$ cat src/rtl/board_reset_sequencer.sv
// Board reset sequencer: synchronises and debounces the reset button and PLL lock,
// then releases the SDRAM reset before the system reset. Also provides a system-only soft reset.
module board_reset_sequencer #(
    parameter int unsigned SYNC_STAGES     = 2,
    parameter int unsigned DEBOUNCE_CYCLES = 240000,
    parameter int unsigned SDRAM_HOLD      = 64,
    parameter int unsigned SYS_HOLD        = 64,
    parameter int unsigned CNT_WIDTH       = 20
) (
    input  logic clk,
    input  logic rst,
    input  logic btn_n,
    input  logic pll_locked,
    input  logic soft_req,
    output logic sdram_reset,
    output logic sys_reset,
    output logic ready
);

    typedef enum logic [2:0] {
        HOLD,
        SDRAM_WAIT,
        SYS_WAIT,
        RUN,
        SOFT
    } state_e;

    localparam logic [CNT_WIDTH-1:0] DB_TC    = CNT_WIDTH'(DEBOUNCE_CYCLES - 1);
    localparam logic [CNT_WIDTH-1:0] SDRAM_TC = CNT_WIDTH'(SDRAM_HOLD - 1);
    localparam logic [CNT_WIDTH-1:0] SYS_TC   = CNT_WIDTH'(SYS_HOLD - 1);

    logic [SYNC_STAGES-1:0] btn_sync_q;
    logic [SYNC_STAGES-1:0] lock_sync_q;
    logic                   btn_s;
    logic                   lock_s;

    logic                   btn_db_q, btn_db_d;
    logic [CNT_WIDTH-1:0]   db_cnt_q, db_cnt_d;

    state_e                 state_q, state_d;
    logic [CNT_WIDTH-1:0]   hold_cnt_q, hold_cnt_d;
    logic [CNT_WIDTH-1:0]   hold_inc;
    logic                   sdram_reset_q, sdram_reset_d;
    logic                   sys_reset_q, sys_reset_d;
    logic                   ready_q, ready_d;
    logic                   fault;

    // Button chain resets to "pressed" so the board stays in reset until a full debounce.
    always_ff @(posedge clk or posedge rst) begin
        if (rst) begin
            btn_sync_q  <= '1;
            lock_sync_q <= '0;
        end else begin
            btn_sync_q  <= {btn_sync_q[SYNC_STAGES-2:0], ~btn_n};
            lock_sync_q <= {lock_sync_q[SYNC_STAGES-2:0], pll_locked};
        end
    end

    assign btn_s  = btn_sync_q[SYNC_STAGES-1];
    assign lock_s = lock_sync_q[SYNC_STAGES-1];

    always_comb begin
        btn_db_d = btn_db_q;
        db_cnt_d = '0;
        if (btn_s != btn_db_q) begin
            if (db_cnt_q == DB_TC) begin
                btn_db_d = btn_s;
            end else if (db_cnt_q != '1) begin
                db_cnt_d = db_cnt_q + 1'b1;
            end else begin
                db_cnt_d = db_cnt_q;
            end
        end
    end

    always_ff @(posedge clk or posedge rst) begin
        if (rst) begin
            btn_db_q <= 1'b1;
            db_cnt_q <= '0;
        end else begin
            btn_db_q <= btn_db_d;
            db_cnt_q <= db_cnt_d;
        end
    end

    assign fault    = btn_db_q | ~lock_s;
    assign hold_inc = (hold_cnt_q == '1) ? hold_cnt_q : hold_cnt_q + 1'b1;

    always_comb begin
        state_d       = state_q;
        hold_cnt_d    = hold_cnt_q;
        sdram_reset_d = sdram_reset_q;
        sys_reset_d   = sys_reset_q;
        if (fault) begin
            state_d       = HOLD;
            hold_cnt_d    = '0;
            sdram_reset_d = 1'b1;
            sys_reset_d   = 1'b1;
        end else begin
            unique case (state_q)
                HOLD: begin
                    hold_cnt_d    = '0;
                    sdram_reset_d = 1'b1;
                    sys_reset_d   = 1'b1;
                    state_d       = SDRAM_WAIT;
                end
                SDRAM_WAIT: begin
                    if (hold_cnt_q == SDRAM_TC) begin
                        sdram_reset_d = 1'b0;
                        hold_cnt_d    = '0;
                        state_d       = SYS_WAIT;
                    end else begin
                        hold_cnt_d = hold_inc;
                    end
                end
                SYS_WAIT, SOFT: begin
                    if (hold_cnt_q == SYS_TC) begin
                        sys_reset_d = 1'b0;
                        hold_cnt_d  = '0;
                        state_d     = RUN;
                    end else begin
                        hold_cnt_d = hold_inc;
                    end
                end
                RUN: begin
                    if (soft_req) begin
                        sys_reset_d = 1'b1;
                        hold_cnt_d  = '0;
                        state_d     = SOFT;
                    end
                end
                default: begin
                    state_d       = HOLD;
                    hold_cnt_d    = '0;
                    sdram_reset_d = 1'b1;
                    sys_reset_d   = 1'b1;
                end
            endcase
        end
    end

    assign ready_d = ~sys_reset_d;

    always_ff @(posedge clk or posedge rst) begin
        if (rst) begin
            state_q       <= HOLD;
            hold_cnt_q    <= '0;
            sdram_reset_q <= 1'b1;
            sys_reset_q   <= 1'b1;
            ready_q       <= 1'b0;
        end else begin
            state_q       <= state_d;
            hold_cnt_q    <= hold_cnt_d;
            sdram_reset_q <= sdram_reset_d;
            sys_reset_q   <= sys_reset_d;
            ready_q       <= ready_d;
        end
    end

    assign sdram_reset = sdram_reset_q;
    assign sys_reset   = sys_reset_q;
    assign ready       = ready_q;

endmodule
$ cat config.mk
export PLATFORM = sky130hd
export DESIGN_NAME = board_reset_sequencer
export DESIGN_NICKNAME = d
export VERILOG_FILES = /design/src/rtl/board_reset_sequencer.sv
export SDC_FILE = /design/constraint.sdc
export NUM_CORES = 1
export LEC_CHECK = 0
export CAP_MARGIN = 20
export CORE_ASPECT_RATIO = 1.2
export CORE_MARGIN = 2
export CORE_UTILIZATION = 61
export CTS_CLUSTER_SIZE = 16
export DETAILED_ROUTE_END_ITERATION = 7
export DONT_BUFFER_PORTS = 1
export PLACE_DENSITY = 0.77
export SKIP_CTS_REPAIR_TIMING = 1
export SLEW_MARGIN = 5
export SYNTH_ARGS = -nofsm -noshare
export SYNTH_HDL_FRONTEND = slang
export SYNTH_SLANG_ARGS = --single-unit
$ cat constraint.sdc
create_clock -name clk -period 2.8 [get_ports clk]
set_clock_uncertainty 0.1 [all_clocks]
set_input_delay 0.28 -clock clk [delete_from_list [all_inputs] [get_ports clk]]
set_output_delay 0.28 -clock clk [all_outputs]
set_load 0.01 [all_outputs]
==> flow_summary_export.csv, run 1 <==
group,metric,value,unit
run_status,outcome,"finished clean",
worst_setup_path,r2r_start,"state_q[1]",
floorplanning,top_level_ports,8,
timing,fin_tns_setup,0,ns
cts,htreeDepth,2,
timing,rsz0062_at_grt,"false",
yosys,synth_ff_type,"dfrtp_1",
worst_setup_path,timing.rr.end,"hold_cnt_q[16]",
yosys,synth_compound_area_share,18.5,%
yosys,synth_mux_area_share,2.09,%
yosys,synth_top_family_by_area,"simple AND/OR/NAND/NOR gates",
cts,path_clk_slew,0.09,ns
cts,cts_buffer_depth,2,
floorplanning,die_h,80.0,um
yosys,syn_nets,319,
yosys,ys_ff_latch,51,
worst_setup_path,r2r_cells,5,
cts,numCtsBuffers,5,
timing,max_slew_margin,58.1,%
worst_setup_path,critPathArrivalTime,2.47,ns
worst_setup_path,cp-end-kind,"flop",
pwr,p_leak,1.21,nW
worst_setup_path,cp_slowest_cell,"a21oi_2",
placement,place_area,2970,um^2
detailed_routing,wl_met3,298,um
floorplanning,coreArea,4630,um^2
global_route,grt_usage,26.7,%
layout,stdcell_count,371,
layout,drive_gt1_share,11.8,%
layout,design_area,3110,um^2
global_route,antenna_found_initial,0,
worst_setup_path,critPathMaxFanout,14,
yosys,synth_top_area_cell,"dfrtp_1",
detailed_routing,initialDrtViolationCount,197,
worst_setup_path,crit_chain,"o21ai_0, o2111ai_2, a21oi_2, nand2_1, o311ai_0",
worst_setup_path,setup.worst_path.start_class,"flop",
pwr,sw_frac_of_total,22.6,%
detailed_routing,via_count,2485,
pwr,pwr-share-clk,34.7,%
yosys,synth_simple_gate_area_share,28.0,%
worst_setup_path,crit_start,"state_q[1]",
pwr,vdd_drop_max,0.282,mV
detailed_routing,viasPerCell,6.70,
layout,antenna_cells,0,
yosys,synth-xor-area-share,2.68,%
run,drv_cap,0,
yosys,synth_cells,312,
timing,period_needed,2.39,ns
yosys,synth-edff-count,0,
layout,layout_common_cells,"dfrtp_1, nand2_1, nor2_1",
timing,slew_violations,0,
placement,gp_congestion,0.877,
layout,area_growth,5.87,%
layout,final_common_cell,"dfrtp_1",
pwr,intPower,0.964,mW
detailed_routing,ant_nets,0,
floorplanning,rows,27,
detailed_routing,m1WireLength,2710,um
cts,root_buffer,"clkbuf_8",
floorplanning,die_area,5390,um^2
worst_setup_path,slowest_delay,0.56,ns
worst_setup_path,critPathKind,"flop to flop",
min_path,min_path_cells,2,
detailed_routing,drt-pass1-iter-count,5,
detailed_routing,drc_errors,0,
timing,fin_crit_sh,85.3,%
worst_setup_path,cp.required,2.88,ns
yosys,ys_seq_area_share,43.6,%
yosys,syn_avg_cell_area,9.42,um^2
yosys,synth-async-reset-ratio,100,%
yosys,synth_top_area_share,39.2,%
worst_setup_path,worstSetupEndpoint,"hold_cnt_q[16]",
global_route,grt_pass1_vias,2325,
global_route,grt_max_degree,52,
pwr,pwr-share-comb,4.7,%
placement,io_buffers,0,
placement,dpl.hpwl,4640,um
global_route,grt_pass1_wl,10900,um
timing,fmax,419,MHz
cts,numClockSinks,51,
global_route,overflow,0,
layout,layout.nets,319,
detailed_routing,wl,6530,um
cts,tritoncts,"built",
detailed_routing,maxUsedRoutingLayer,"met4",
detailed_routing,met2WireLength,3350,um
yosys,syn_area,2940,um^2
worst_setup_path,reg2reg_slack,0.41,ns
placement,dp.cells,359,
cts,clk_latency,0.30,ns
floorplanning,die_w,67.4,um
pwr,seq_power_share,60.6,%
min_path,min_path_type,"input port to flop",
yosys,ys_warn_count,0,
yosys,synthTopCellsByArea,"dfrtp_1, dfstp_2, nand2_1, nand4_1, nand3_1",
timing,setup_viol,0,
pwr,power_switching,0.281,mW
timing,finalHoldViolCount,0,
timing,worst_slew_pin_slew,0.622,ns
detailed_routing,wl_per_cell,17.6,um
floorplanning,initial_utilization,63.5,%
yosys,synth_fa_ha_area_share,0.851,%
pwr,pwr_density_cell,400,nW/um^2
yosys,yosysUniqueCellTypes,59,
per-layer routing:
layer	vias up	track usage [%]
met3	13	4.37
met2	91	46.2
li1	1194	-
met1	1187	32.0
met4	0	11.6
met5	-	0
kinds of logic after synthesis:
logic type | Yosys count
adders and majority gates | 2
DFF | 51
and+or+nand+nor | 144
xor gates and xnor gates | 9
buffers and inverters | 25
muxes | 6
AOI/OAI and AO/OA | 75
per-stage QoR:
stage | util [%] | power, mW | worst slack (ns) | hold slack (ns)
after floorplan | - | 0.812 | 0.777 | 0.206
after global placement | 64.2 | 0.821 | 0.479 | 0.208
after detailed placement | 64.2 | 0.822 | 0.415 | 0.209
after CTS | 66.2 | 1.25 | 0.401 | -0.112
after global routing | 67.2 | 1.30 | 0.234 | 0.0765
final | 67.2 | 1.25 | 0.412 | 0.0340
synth_stat cells, types with 2 or more instances:
cell type,instances
dfrtp_1,46
nand2_1,29
nor2_1,22
nand3_1,19
nand4_1,16
a21oi_1,15
and3_1,11
o211ai_1,11
o21ai_0,10
nor3_1,9
o31ai_1,9
clkbuf_1,8
inv_1,7
xnor2_1,7
a31oi_1,6
and4_1,6
buf_2,5
dfstp_2,5
mux2i_1,5
or3_1,5
or4_1,5
and2_1,3
buf_6,3
nand2b_1,3
o2111ai_1,3
o221ai_1,3
o311ai_0,3
a32oi_1,2
ha_1,2
nor4_2,2
o41ai_1,2
or4_4,2
xor2_1,2
critical path: cells and delay by family (launching register included):
kind / cells / cell delay [ns]
simple gates: 1 / 0.23
compound gates: 4 / 1.44
flops: 1 / 0.50
registers in the layout, indices dropped and copies added, names as in the netlist:
register,count
state_q,3
hold_cnt_q,20
db_cnt_q,20
ready,1
btn_db_q,1
btn_sync_q,2
sdram_reset,1
lock_sync_q,2
sys_reset,1
layout make-up:
cell class / count / area (um^2)
Sequential cell: 51 / 1280
Tap cell: 58 / 72.6
Fill cell: 368 / 1520
Timing Repair Buffer: 11 / 103
Clock buffer: 7 / 86.3
Multi-Input combinational cell: 236 / 1540
Clock inverter: 1 / 5.00
Inverter: 7 / 26.3
power groups by stage:
| stage | combinational [mW] | sequential, mW | clock, mW |
|---|---|---|---|
| floorplan | 0.0470 | 0.765 | 0 |
| CTS | 0.0530 | 0.754 | 0.446 |
| finish | 0.0589 | 0.754 | 0.432 |
| global placement | 0.0520 | 0.769 | 0 |
| detailed placement | 0.0533 | 0.769 | 0 |
| global route | 0.0673 | 0.756 | 0.478 |
worst min-delay path by stage:
| stage | startpoint | endpoint |
|---|---|---|
| 2_1_floorplan | btn_n | btn_sync_q[0] |
| 3_3_place_gp | btn_n | btn_sync_q[0] |
| 3_5_place_dp | btn_n | btn_sync_q[0] |
| 4_1_cts | btn_n | btn_sync_q[0] |
| 5_1_grt | soft_req | state_q[2] |
| 6_report | soft_req | state_q[2] |
Note: power is estimated with default switching activity, not from simulation.
==> run 2, diff against run 1 <==
--- a/config.mk
+++ b/config.mk
@@ -5,14 +5,14 @@
 export SDC_FILE = /design/constraint.sdc
 export NUM_CORES = 1
 export LEC_CHECK = 0
+export BUFFER_PORTS_ARGS = -buffer_cell sky130_fd_sc_hd__buf_2
 export CAP_MARGIN = 20
-export CORE_ASPECT_RATIO = 1.2
 export CORE_MARGIN = 2
 export CORE_UTILIZATION = 61
 export CTS_CLUSTER_SIZE = 16
 export DETAILED_ROUTE_END_ITERATION = 7
-export DONT_BUFFER_PORTS = 1
-export PLACE_DENSITY = 0.77
+export PLACE_DENSITY = 0.78
+export RECOVER_POWER = 25
 export SKIP_CTS_REPAIR_TIMING = 1
 export SLEW_MARGIN = 5
 export SYNTH_ARGS = -nofsm -noshare
==> flow_summary_export.csv, run 2 (synthesis results as in run 1) <==
group,metric,value,unit
run_status,outcome,"finished clean",
worst_setup_path,critical_path.top_delay_family,"simple AND/OR/NAND/NOR gates",
detailed_routing,drt-pass1-iter-count,5,
cts,numCtsBuffers,5,
worst_setup_path,critPathArrivalTime,2.52,ns
global_route,antenna_found_initial,0,
worst_setup_path,r2r_cells,5,
timing,finalHoldViolCount,0,
timing,period_needed,2.43,ns
timing,worst_slew_pin_slew,0.841,ns
global_route,grt_max_degree,36,
cts,path_clk_slew,0.10,ns
worst_setup_path,cp_slowest_cell,"or4b_2",
layout,layout.nets,324,
layout,fill_cells,372,
worst_setup_path,slowest_delay,0.66,ns
timing,rsz0062_at_grt,"false",
layout,final_common_cell,"dfrtp_1",
detailed_routing,via_count,2573,
layout,register_area,1280,um^2
pwr,power,1.24,mW
cts,numClockSinks,51,
placement,pre_cts_ws,0.411,ns
floorplanning,die_w,73.4,um
run,drv_cap,0,
layout,layout_common_cells,"dfrtp_1, nand2_1, nor2_1",
cts,htreeDepth,2,
timing,fin_tns_setup,0,ns
timing,fin_ws,0.368,ns
floorplanning,rows,25,
layout,area_growth,5.75,%
worst_setup_path,path_buf_inv,0,
placement,gp_congestion,0.999,
min_path,min_path_type,"input port to flop",
global_route,grt_usage,26.1,%
timing,setup_viol,0,
pwr,p_leak,1.21,nW
floorplanning,coreArea,4690,um^2
worst_setup_path,critPathKind,"flop to flop",
timing,max_slew_margin,43.9,%
cts,root_buffer,"clkbuf_8",
global_route,grt_pass1_vias,2310,
worst_setup_path,setup.worst_path.start_class,"flop",
placement,io_buffers,7,
floorplanning,top_level_ports,8,
pwr,vdd_drop_max,0.317,mV
worst_setup_path,cp-end-kind,"flop",
layout,drive_gt1_share,12.3,%
floorplanning,die_area,5390,um^2
detailed_routing,wl_per_cell,17.6,um
detailed_routing,wl,6540,um
floorplanning,die_h,73.4,um
layout,design_area,3110,um^2
timing,fin_crit_sh,86.9,%
global_route,overflow,0,
worst_setup_path,timing.rr.end,"db_cnt_q[15]",
detailed_routing,ant_nets,0,
layout,reg.largest.list,"db_cnt_q x20, hold_cnt_q x20, state_q x3",
worst_setup_path,reg2reg_slack,0.37,ns
placement,place_area,2990,um^2
min_path,holdPathEnd,"state_q[2]",
cts,cts_buffer_depth,2,
cts,tritoncts,"built",
timing,slew_violations,0,
timing,hold_ws,0.220,ns
timing,fmax,411,MHz
floorplanning,initial_utilization,62.6,%
placement,dpl.hpwl,4660,um
worst_setup_path,crit_chain,"or4b_2, nor4_2, a21o_1, or4_1, nand2_1",
detailed_routing,initialDrtViolationCount,249,
detailed_routing,drc_errors,0,
min_path,min_path_cells,3,
layout,antenna_cells,0,
worst_setup_path,critPathMaxFanout,18,
detailed_routing,viasPerCell,6.92,
worst_setup_path,crit_start,"db_cnt_q[14]",
min_path,min-delay-start,"soft_req",
worst_setup_path,cp.required,2.89,ns
global_route,grt_pass1_wl,11100,um
cts,clk_latency,0.30,ns
worst_setup_path,r2r_start,"db_cnt_q[14]",
layout,multi_input_area,1540,um^2
pwr,pwr_density_cell,399,nW/um^2
## run 2: cell count changes in the layout (fill, tap and decap cells not counted)
cell        previous run  this run
inv_2                  1         0
buf_2                  0         6
dfstp_1                0         2
buf_12                 1         0
dfstp_2                5         3
inv_1                  6         7
clkbuf_2               0         1
clkinvlp_4             0         2
clkbuf_8               6         5
buf_4                  7         5
## run 2: tightest hold or removal path, stage by stage
cell and delay [ns]:
buf_2 0.14, a32oi_1 0.08, nor2_1 0.09
## run 2: worst max-delay path by stage
stage | end | slack, ns | depth (start not counted)
6_report | db_cnt_q[15] | 0.37 | 5
5_1_grt | db_cnt_q[15] | 0.23 | 5
4_1_cts | db_cnt_q[15] | 0.40 | 5
3_5_place_dp | db_cnt_q[15] | 0.41 | 5
3_3_place_gp | hold_cnt_q[16] | 0.49 | 5
2_1_floorplan | hold_cnt_q[3] | 0.78 | 6
## run 2: cell type report
cell class              count  share of cell area (%)
inverters                   7                   0.845
clock inverters             3                   0.644
repair buffers             16                    3.42
clock buffers               5                    2.21
flip-flops and latches     51                    41.3
multi-input cells         236                    49.4
well taps                  54                    2.17
## run 2: power breakdown
| part | internal [mW] | switching [mW] |
|---|---|---|
| clock network | 0.174 | 0.250 |
| registers | 0.746 | 0.00903 |
| logic | 0.0180 | 0.0426 |
| total | 0.938 | 0.301 |
## run 2: metal layers
metal / global-route usage (%) / part of all wire [%] / vias to the layer above
met5: 0 / 0 / -
met4: 6.67 / 0.90 / 0
met3: 4.39 / 5.5 / 11
met2: 39.7 / 47 / 95
met1: 38.8 / 46 / 1266
li1: - / - / 1201
## run 2: metrics by stage
stage,utilization [%],std cells
2_1_floorplan,-,312
4_1_cts,65.7,369
6_report,66.2,372
5_1_grt,66.2,372
3_3_place_gp,63.8,361
3_5_place_dp,63.8,361
